$ cat src/rtl/bunny_game_ctrl.sv
// Whack-a-bunny game controller: latches the target hole from the position
// counter, scores guesses in BCD, tracks lives and drives the 16-LED hole display.
module bunny_game_ctrl #(
    parameter int ROUND_CYCLES = 64,
    parameter int FLASH_CYCLES = 8,
    parameter int LIVES        = 3
) (
    input  logic        clk,
    input  logic        rst_n,
    input  logic        start,
    input  logic [3:0]  pos,
    input  logic        guess_valid,
    input  logic [3:0]  guess,
    output logic [15:0] bunny_led,
    output logic [7:0]  score_bcd,
    output logic [1:0]  lives,
    output logic        hit_pulse,
    output logic        miss_pulse,
    output logic        game_over,
    output logic [2:0]  state
);

    localparam int TW = (ROUND_CYCLES > 2) ? $clog2(ROUND_CYCLES) : 1;
    localparam int FW = (FLASH_CYCLES > 1) ? $clog2(FLASH_CYCLES) : 1;
    localparam logic [TW-1:0] TIMER_INIT = TW'(ROUND_CYCLES - 1);
    localparam logic [FW-1:0] FLASH_INIT = FW'(FLASH_CYCLES - 1);
    localparam logic [1:0]    LIVES_INIT = 2'(LIVES);

    typedef enum logic [2:0] {
        S_IDLE = 3'd0,
        S_PLAY = 3'd1,
        S_HIT  = 3'd2,
        S_MISS = 3'd3,
        S_OVER = 3'd4
    } state_t;

    state_t        state_q, state_d;
    logic [3:0]    target_q, target_d;
    logic [TW-1:0] timer_q, timer_d;
    logic [FW-1:0] flash_q, flash_d;
    logic [7:0]    score_q, score_d;
    logic [1:0]    lives_q, lives_d;
    logic [15:0]   led_q, led_d;
    logic          hit_q, hit_d;
    logic          miss_q, miss_d;
    logic          game_over_q, game_over_d;

    // Two-digit BCD increment that sticks at 99.
    function automatic logic [7:0] bcd_inc(input logic [7:0] v);
        if (v == 8'h99)
            return v;
        else if (v[3:0] == 4'd9)
            return {v[7:4] + 4'd1, 4'd0};
        else
            return {v[7:4], v[3:0] + 4'd1};
    endfunction

    always_comb begin
        state_d     = state_q;
        target_d    = target_q;
        timer_d     = timer_q;
        flash_d     = flash_q;
        score_d     = score_q;
        lives_d     = lives_q;
        led_d       = led_q;
        hit_d       = 1'b0;
        miss_d      = 1'b0;
        game_over_d = game_over_q;

        case (state_q)
            S_IDLE, S_OVER: begin
                if (start) begin
                    state_d     = S_PLAY;
                    score_d     = 8'h00;
                    lives_d     = LIVES_INIT;
                    target_d    = pos;
                    timer_d     = TIMER_INIT;
                    led_d       = 16'h0001 << pos;
                    game_over_d = 1'b0;
                end
            end
            S_PLAY: begin
                // A guess on the final timer cycle wins over the timeout.
                if (guess_valid && (guess == target_q)) begin
                    state_d = S_HIT;
                    hit_d   = 1'b1;
                    score_d = bcd_inc(score_q);
                    led_d   = 16'hFFFF;
                    flash_d = FLASH_INIT;
                end else if (guess_valid || (timer_q == '0)) begin
                    state_d = S_MISS;
                    miss_d  = 1'b1;
                    lives_d = lives_q - 2'd1;
                    led_d   = 16'h0000;
                    flash_d = FLASH_INIT;
                end else begin
                    timer_d = timer_q - TW'(1);
                end
            end
            S_HIT, S_MISS: begin
                if (flash_q == '0) begin
                    if ((state_q == S_MISS) && (lives_q == 2'd0)) begin
                        state_d     = S_OVER;
                        game_over_d = 1'b1;
                        led_d       = 16'h0000;
                    end else begin
                        state_d  = S_PLAY;
                        target_d = pos;
                        timer_d  = TIMER_INIT;
                        led_d    = 16'h0001 << pos;
                    end
                end else begin
                    flash_d = flash_q - FW'(1);
                end
            end
            default: begin
                state_d = S_IDLE;
                led_d   = 16'h0000;
            end
        endcase
    end

    always_ff @(posedge clk or negedge rst_n) begin
        if (!rst_n) begin
            state_q     <= S_IDLE;
            target_q    <= 4'd0;
            timer_q     <= '0;
            flash_q     <= '0;
            score_q     <= 8'h00;
            lives_q     <= 2'd0;
            led_q       <= 16'h0000;
            hit_q       <= 1'b0;
            miss_q      <= 1'b0;
            game_over_q <= 1'b0;
        end else begin
            state_q     <= state_d;
            target_q    <= target_d;
            timer_q     <= timer_d;
            flash_q     <= flash_d;
            score_q     <= score_d;
            lives_q     <= lives_d;
            led_q       <= led_d;
            hit_q       <= hit_d;
            miss_q      <= miss_d;
            game_over_q <= game_over_d;
        end
    end

    assign bunny_led  = led_q;
    assign score_bcd  = score_q;
    assign lives      = lives_q;
    assign hit_pulse  = hit_q;
    assign miss_pulse = miss_q;
    assign game_over  = game_over_q;
    assign state      = state_q;

endmodule

$ cat config.mk
export PLATFORM = sky130hd
export DESIGN_NAME = bunny_game_ctrl
export DESIGN_NICKNAME = d
export VERILOG_FILES = /design/src/rtl/bunny_game_ctrl.sv
export SDC_FILE = /design/constraint.sdc
export NUM_CORES = 1
export LEC_CHECK = 0
export CORE_ASPECT_RATIO = 1.5
export CORE_MARGIN = 8
export CORE_UTILIZATION = 40
export CTS_CLUSTER_DIAMETER = 200
export DETAILED_ROUTE_END_ITERATION = 6
export PLACE_DENSITY = 0.7
export SLEW_MARGIN = 20
export SYNTH_ARGS = -nofsm -noshare
export SYNTH_HDL_FRONTEND = slang
export SYNTH_SLANG_ARGS = --single-unit
export TNS_END_PERCENT = 10
$ cat constraint.sdc
create_clock -name clk -period 1.91 [get_ports clk]
set_input_delay 0.191 -clock clk [delete_from_list [all_inputs] [get_ports clk]]
set_output_delay 0.191 -clock clk [all_outputs]
set_load 0.005 [all_outputs]
# Yosys cells after proc, flatten, opt, wreduce, memory -nomap -nowiden
# Index checks and enable logic that the tools add are counted.
[classes] reduce_logical=21 eq_ne=19 mux=44 add_sub_neg=5 n_shift=1
[op_table] op="$mux 16" n=5
[op_table] op="$pmux 16 s3" n=1
[op_table] op="$mux 8" n=4
[op_table] op="$mux 6" n=5
[op_table] op="$mux 3" n=8
[op_table] op="$ne 2x2->1 const B" n=11
[op_table] op="$pmux 6 s3" n=1
[op_table] op="$pmux 8 s2" n=1
[op_table] op="$reduce_and 4->1" n=4
[op_table] op="$shl 1x4->16 const A" n=1
[op_table] op="$mux 4" n=3
[op_table] op="$pmux 3 s3" n=1
[op_table] op="$add 4x1->4 const B" n=2
[op_table] op="$eq 8x8->1 const B" n=1
[op_table] op="$mux 1" n=8
[op_table] op="$pmux 4 s2" n=1
[op_table] op="$eq 3x2->1 const B" n=2
[op_table] op="$logic_not 3->1" n=2
[op_table] op="$logic_not 6->1" n=1
[op_table] op="$mux 2" n=3
[op_table] op="$pmux 3 s2" n=1
[op_table] op="$reduce_and 3->1" n=2
[op_table] op="$reduce_and 6->1" n=1
[op_table] op="$reduce_bool 2->1" n=3
[op_table] op="other kinds (16)" n=18
[word_totals] in_bits=12 reg_bits=45

# Depth between registers and ports, before layout
[depth] depth_word=5 depth_mapped=8

# Worst setup path after synthesis
# No wires, ideal clock.
[synth_path] path_type="register to register" startpoint="register lives_q[0] (netlist: lives[0])" endpoint="register timer_q[1]" path_slack_ns=0.253 arrival_time_ns=1.532 stages_incl_launch_ff=7 synth_period_minus_slack_ns=1.657 t_required_ns=1.785 n_path_buf=0 cell_sequence="dfrtp_1 > inv_1 > ha_1 > nand2b_1 > a22oi_2 > o221a_4 > mux2_4"
[synth_via] elab_chain_cells=4
[synth_rtl] element="start: declaration" line_no="42" text="logic [1:0] lives_q, lives_d;"
[synth_rtl] element="start signal: assignment" line_no="141" text="lives_q <= lives_d;"
[synth_rtl] element="$logic_not 2->1" line_no="102" text="if ((state_q == S_MISS) && (lives_q == 2'd0)) begin"
[synth_rtl] element="$logic_and 1x1->1" line_no="102"
[synth_rtl] element="$ne 2x2->1 (no line)"
[synth_rtl] element="$reduce_and 6->1 (no line)"
[synth_rtl] element="end signal: assignment" line_no="138" text="timer_q <= timer_d;"
[synth_rtl] element="end: declaration" line_no="39" text="logic [TW-1:0] timer_q, timer_d;"
# No other way between the ends.
# A chain may end at the register's enable or synchronous reset.

# Worst setup path in the final report
[layout_path] startpoint="register timer_q[0]" endpoint="register led_q[15] (netlist: bunny_led[15])"
[layout_via] elab_chain_cells=4
[layout_rtl] element="$logic_not 6->1" line_no="90" text="end else if (guess_valid || (timer_q == '0)) begin"
[layout_rtl] element="$logic_or 1x1->1" line_no="90"
[layout_rtl] element="$ne 3x3->1 (no line)"
[layout_rtl] element="$reduce_and 3->1 (no line)"
[layout_rtl] element="end signal: assignment" line_no="142" text="led_q <= led_d;"
[layout_rtl] element="end: declaration" line_no="43" text="logic [15:0] led_q, led_d;"
# No other way between the ends.

==> results_dict.tcl <==
set metrics [dict create \
    wl_per_cell_um 15.25 \
    area_growth_pct 28.56 \
    timing.fmax_mhz 567.5 \
    hpwl_mm 4.315 \
    worst-path-buf-inv 2 \
    ant_nets 0 \
    ctsRootBufferMaster "clkbuf_8" \
    drt_pre_antenna_iters 4 \
    first_global_vias 2103 \
    worstHoldEndpoint "flash_q[0]" \
    grt_pass1_wl_mm 9.549 \
    crit_chain "inv_1 -> ha_1 -> a41oi_4 -> a211o_1 -> buf_12 -> nand2_1 -> o21ai_2" \
    status "completed" \
    crit_family "compound AO/OA/AOI/OAI gates" \
    gr-total-overflow 0 \
    yosys_register_bits 45 \
    vdd_drop_max_v 0.0008522 \
    cp_data_arrival_time_ns 1.95 \
    first_iter_violations 104 \
    cts_made_buffers 5 \
    fin_crit_sh 0.9226 \
    core_area_sq_um 6043 \
    cp.required_ns 2.10 \
    drc 0 \
    grt_max_degree 46 \
    syn-instance-count 240 \
    fp.dieArea_sq_um 9001 \
    crit_type "reg2reg" \
    syn-cell-area_sq_um 2471 \
    clk_path_buf_depth 2 \
    worstHoldStart "flash_q[0]" \
    async_flop_share 1.000 \
    fill_cells 554 \
    slowest_stage "a211o_1" \
    synth_top_flop_cell "dfrtp_1" \
    cpPeakStageDelay_ns 0.47 \
    r2r-start "timer_q[0]" \
    final_cell_mix "45 x dfrtp_1, 42 x clkdlybuf4s50_1, 27 x nand2_1" \
    postSynthAreaPerCell_sq_um 10.30 \
    cts.sinks 45 \
    die_h_um 112.3 \
    die_width_um 80.18 \
    antenna_found_initial 0 \
    clk-insertion-delay-late_ns 0.30 \
    r2r_slack_ns 0.15 \
    power.total_mw 4.036 \
    powerDensity_nw_per_um2 1270 \
    port_buffers 43 \
    critical_path.endpoint_type "flop" \
    num_io_pins 44 \
    antenna_cells 0 \
    setup_violations 0 \
    power.leakage_nw 1.370 \
    path_max_fanout 13 \
    cts_tree "done" \
    relSlewSlack 0.6106 \
    drive_gt1_frac 0.1940 \
    path_clk_slew_ns 0.09 \
    reg2regPathDepth 7 \
    cp-start-kind "flop" \
    hold_depth 1 \
    htreeDepth 2 \
    rsz0062_at_grt "no" \
    final-hold-violation-count 0 \
    gp_congestion 0.8548 \
    synth-edff-count 0 \
    fin_nets 319 \
    worst_pin_slew_ns 0.5841 \
    final_common_cell "dfrtp_1" \
    min_period_ns 1.762 \
    via_count 1975 \
    synth-seq-area-share 0.4557 \
    max_cap_viol_count 0 \
    placed_area_sq_um 3079 \
    num_rows 35 \
    yosysWarnings 0 \
    slew_viol_final 0 \
    fin_area_sq_um 3177 \
    initial_core_util 0.4089 \
    hold_path_class "reg2reg" \
    reg2reg_to "bunny_led[15]" \
    grt_usage 0.1301 \
    postCtsSetupRepairBufs 0 \
    routed_wirelength_mm 5.689 \
    vias_per_cell 5.295 \
    synth_fp_nets 261 \
    synth.distinct_cells 60 \
    finalClockSkew_ns 0.006589 \
]
==> Yosys cell counts, types with 2 or more instances <==
cell type,number,area (sq um)
dfrtp_1,45,1126
ha_1,9,112.6
a31oi_1,8,50.05
nor2_2,3,18.77
o22ai_1,3,18.77
nor2_1,8,30.03
o211ai_1,2,15.01
a21oi_1,21,105.1
buf_2,3,15.01
and3_1,2,12.51
inv_1,11,41.29
nor3_1,4,20.02
and3b_1,3,26.28
a21o_1,2,15.01
and2_1,2,12.51
mux2i_1,3,30.03
nand2_1,27,101.4
o21ai_0,8,40.04
nand3_1,8,40.04
nand3b_1,2,15.01
nor2b_1,2,12.51
mux2_2,4,45.04
o21ai_2,10,87.58
o21ai_1,4,20.02
nand2b_1,4,25.02
nand4_1,3,18.77
buf_6,3,33.78
buf_4,2,15.01
xor2_1,3,26.28
==> worst reg2reg max path, stage by stage, from the launching register on <==
cell	delay, ns
dfrtp_1	0.41
inv_1	0.09
ha_1	0.19
a41oi_4	0.17
a211o_1	0.47
buf_12	0.20
nand2_1	0.08
o21ai_2	0.05
==> per-stage QoR <==
stage / hold slack, ns / TNS [ns] / util / std cells / setup WS, ns
after global placement: 0.3149 / 0 / 0.5095 / 364 / 0.03596
after detailed placement: 0.3173 / -0.02410 / 0.5095 / 364 / -0.02344
after floorplan: -0.1046 / 0 / - / 240 / 0.2528
after CTS: 0.4757 / 0 / 0.5257 / 373 / 0.1297
after global routing: 0.5048 / 0 / 0.5257 / 373 / 0.01383
final: 0.4737 / 0 / 0.5257 / 373 / 0.1479
==> logic make-up (layout without fill, tap and decap cells) <==
kind of cell,after synthesis,after routing,synth area share
AND/OR/NAND/NOR,79,79,0.1772
AO/OA/AOI/OAI,75,75,0.2268
flip-flops,45,45,0.4557
buffers and inverters,20,79,0.04404
adder cells (fa/ha/maj),9,9,0.04557
multiplexers,8,8,0.03645
XOR/XNOR,4,4,0.01418
==> routing by layer <==
metal / wire (um) / vias to the layer above / GRT usage
met4: 93 / 0 / 0.04024
met5: 0 / - / 0
met3: 180 / 9 / 0.03040
li1: - / 976 / -
met2: 3126 / 33 / 0.2398
met1: 2288 / 957 / 0.1381
==> where the power goes <==
group / internal [mW] / switching [mW]
combinational: 0.985 / 1.01
sequential: 1.23 / 0.219
clock: 0.258 / 0.334
==> layout make-up <==
class / count / area [sq um] / share of cell area
Clock inverter: 2 / 15.01 / 0.004726
Timing Repair Buffer: 60 / 593.1 / 0.1867
Inverter: 11 / 41.29 / 0.01300
Tap cell: 74 / 92.59 / 0.02915
Sequential cell: 45 / 1126 / 0.3545
Multi-Input combinational cell: 175 / 1236 / 0.3891
Clock buffer: 6 / 72.57 / 0.02284
==> registers in the layout, indices dropped and copies added (netlist names) <==
signal / flops
hit_pulse: 1
bunny_led: 16
flash_q: 3
state: 3
miss_pulse: 1
target_q: 4
lives: 2
game_over: 1
score_bcd: 8
timer_q: 6
==> repair_timing <==
item | CTS | global route
hold buffers | 1 | 0
gates resized for setup | 0 | 0
endpoints found under the hold margin | 45 | 0
==> how the worst max path moves through the flow <==
stage                           from       endpoint  cells past startpoint
after CTS                 timer_q[0]   bunny_led[3]                      7
after global placement      guess[0]     timer_q[1]                      6
after floorplan             lives[0]     timer_q[1]                      6
after global routing      timer_q[0]   bunny_led[3]                      7
after detailed placement    guess[0]     timer_q[1]                      6
final                     timer_q[0]  bunny_led[15]                      7
No activity file was read; power rests on OpenSTA's default activity.
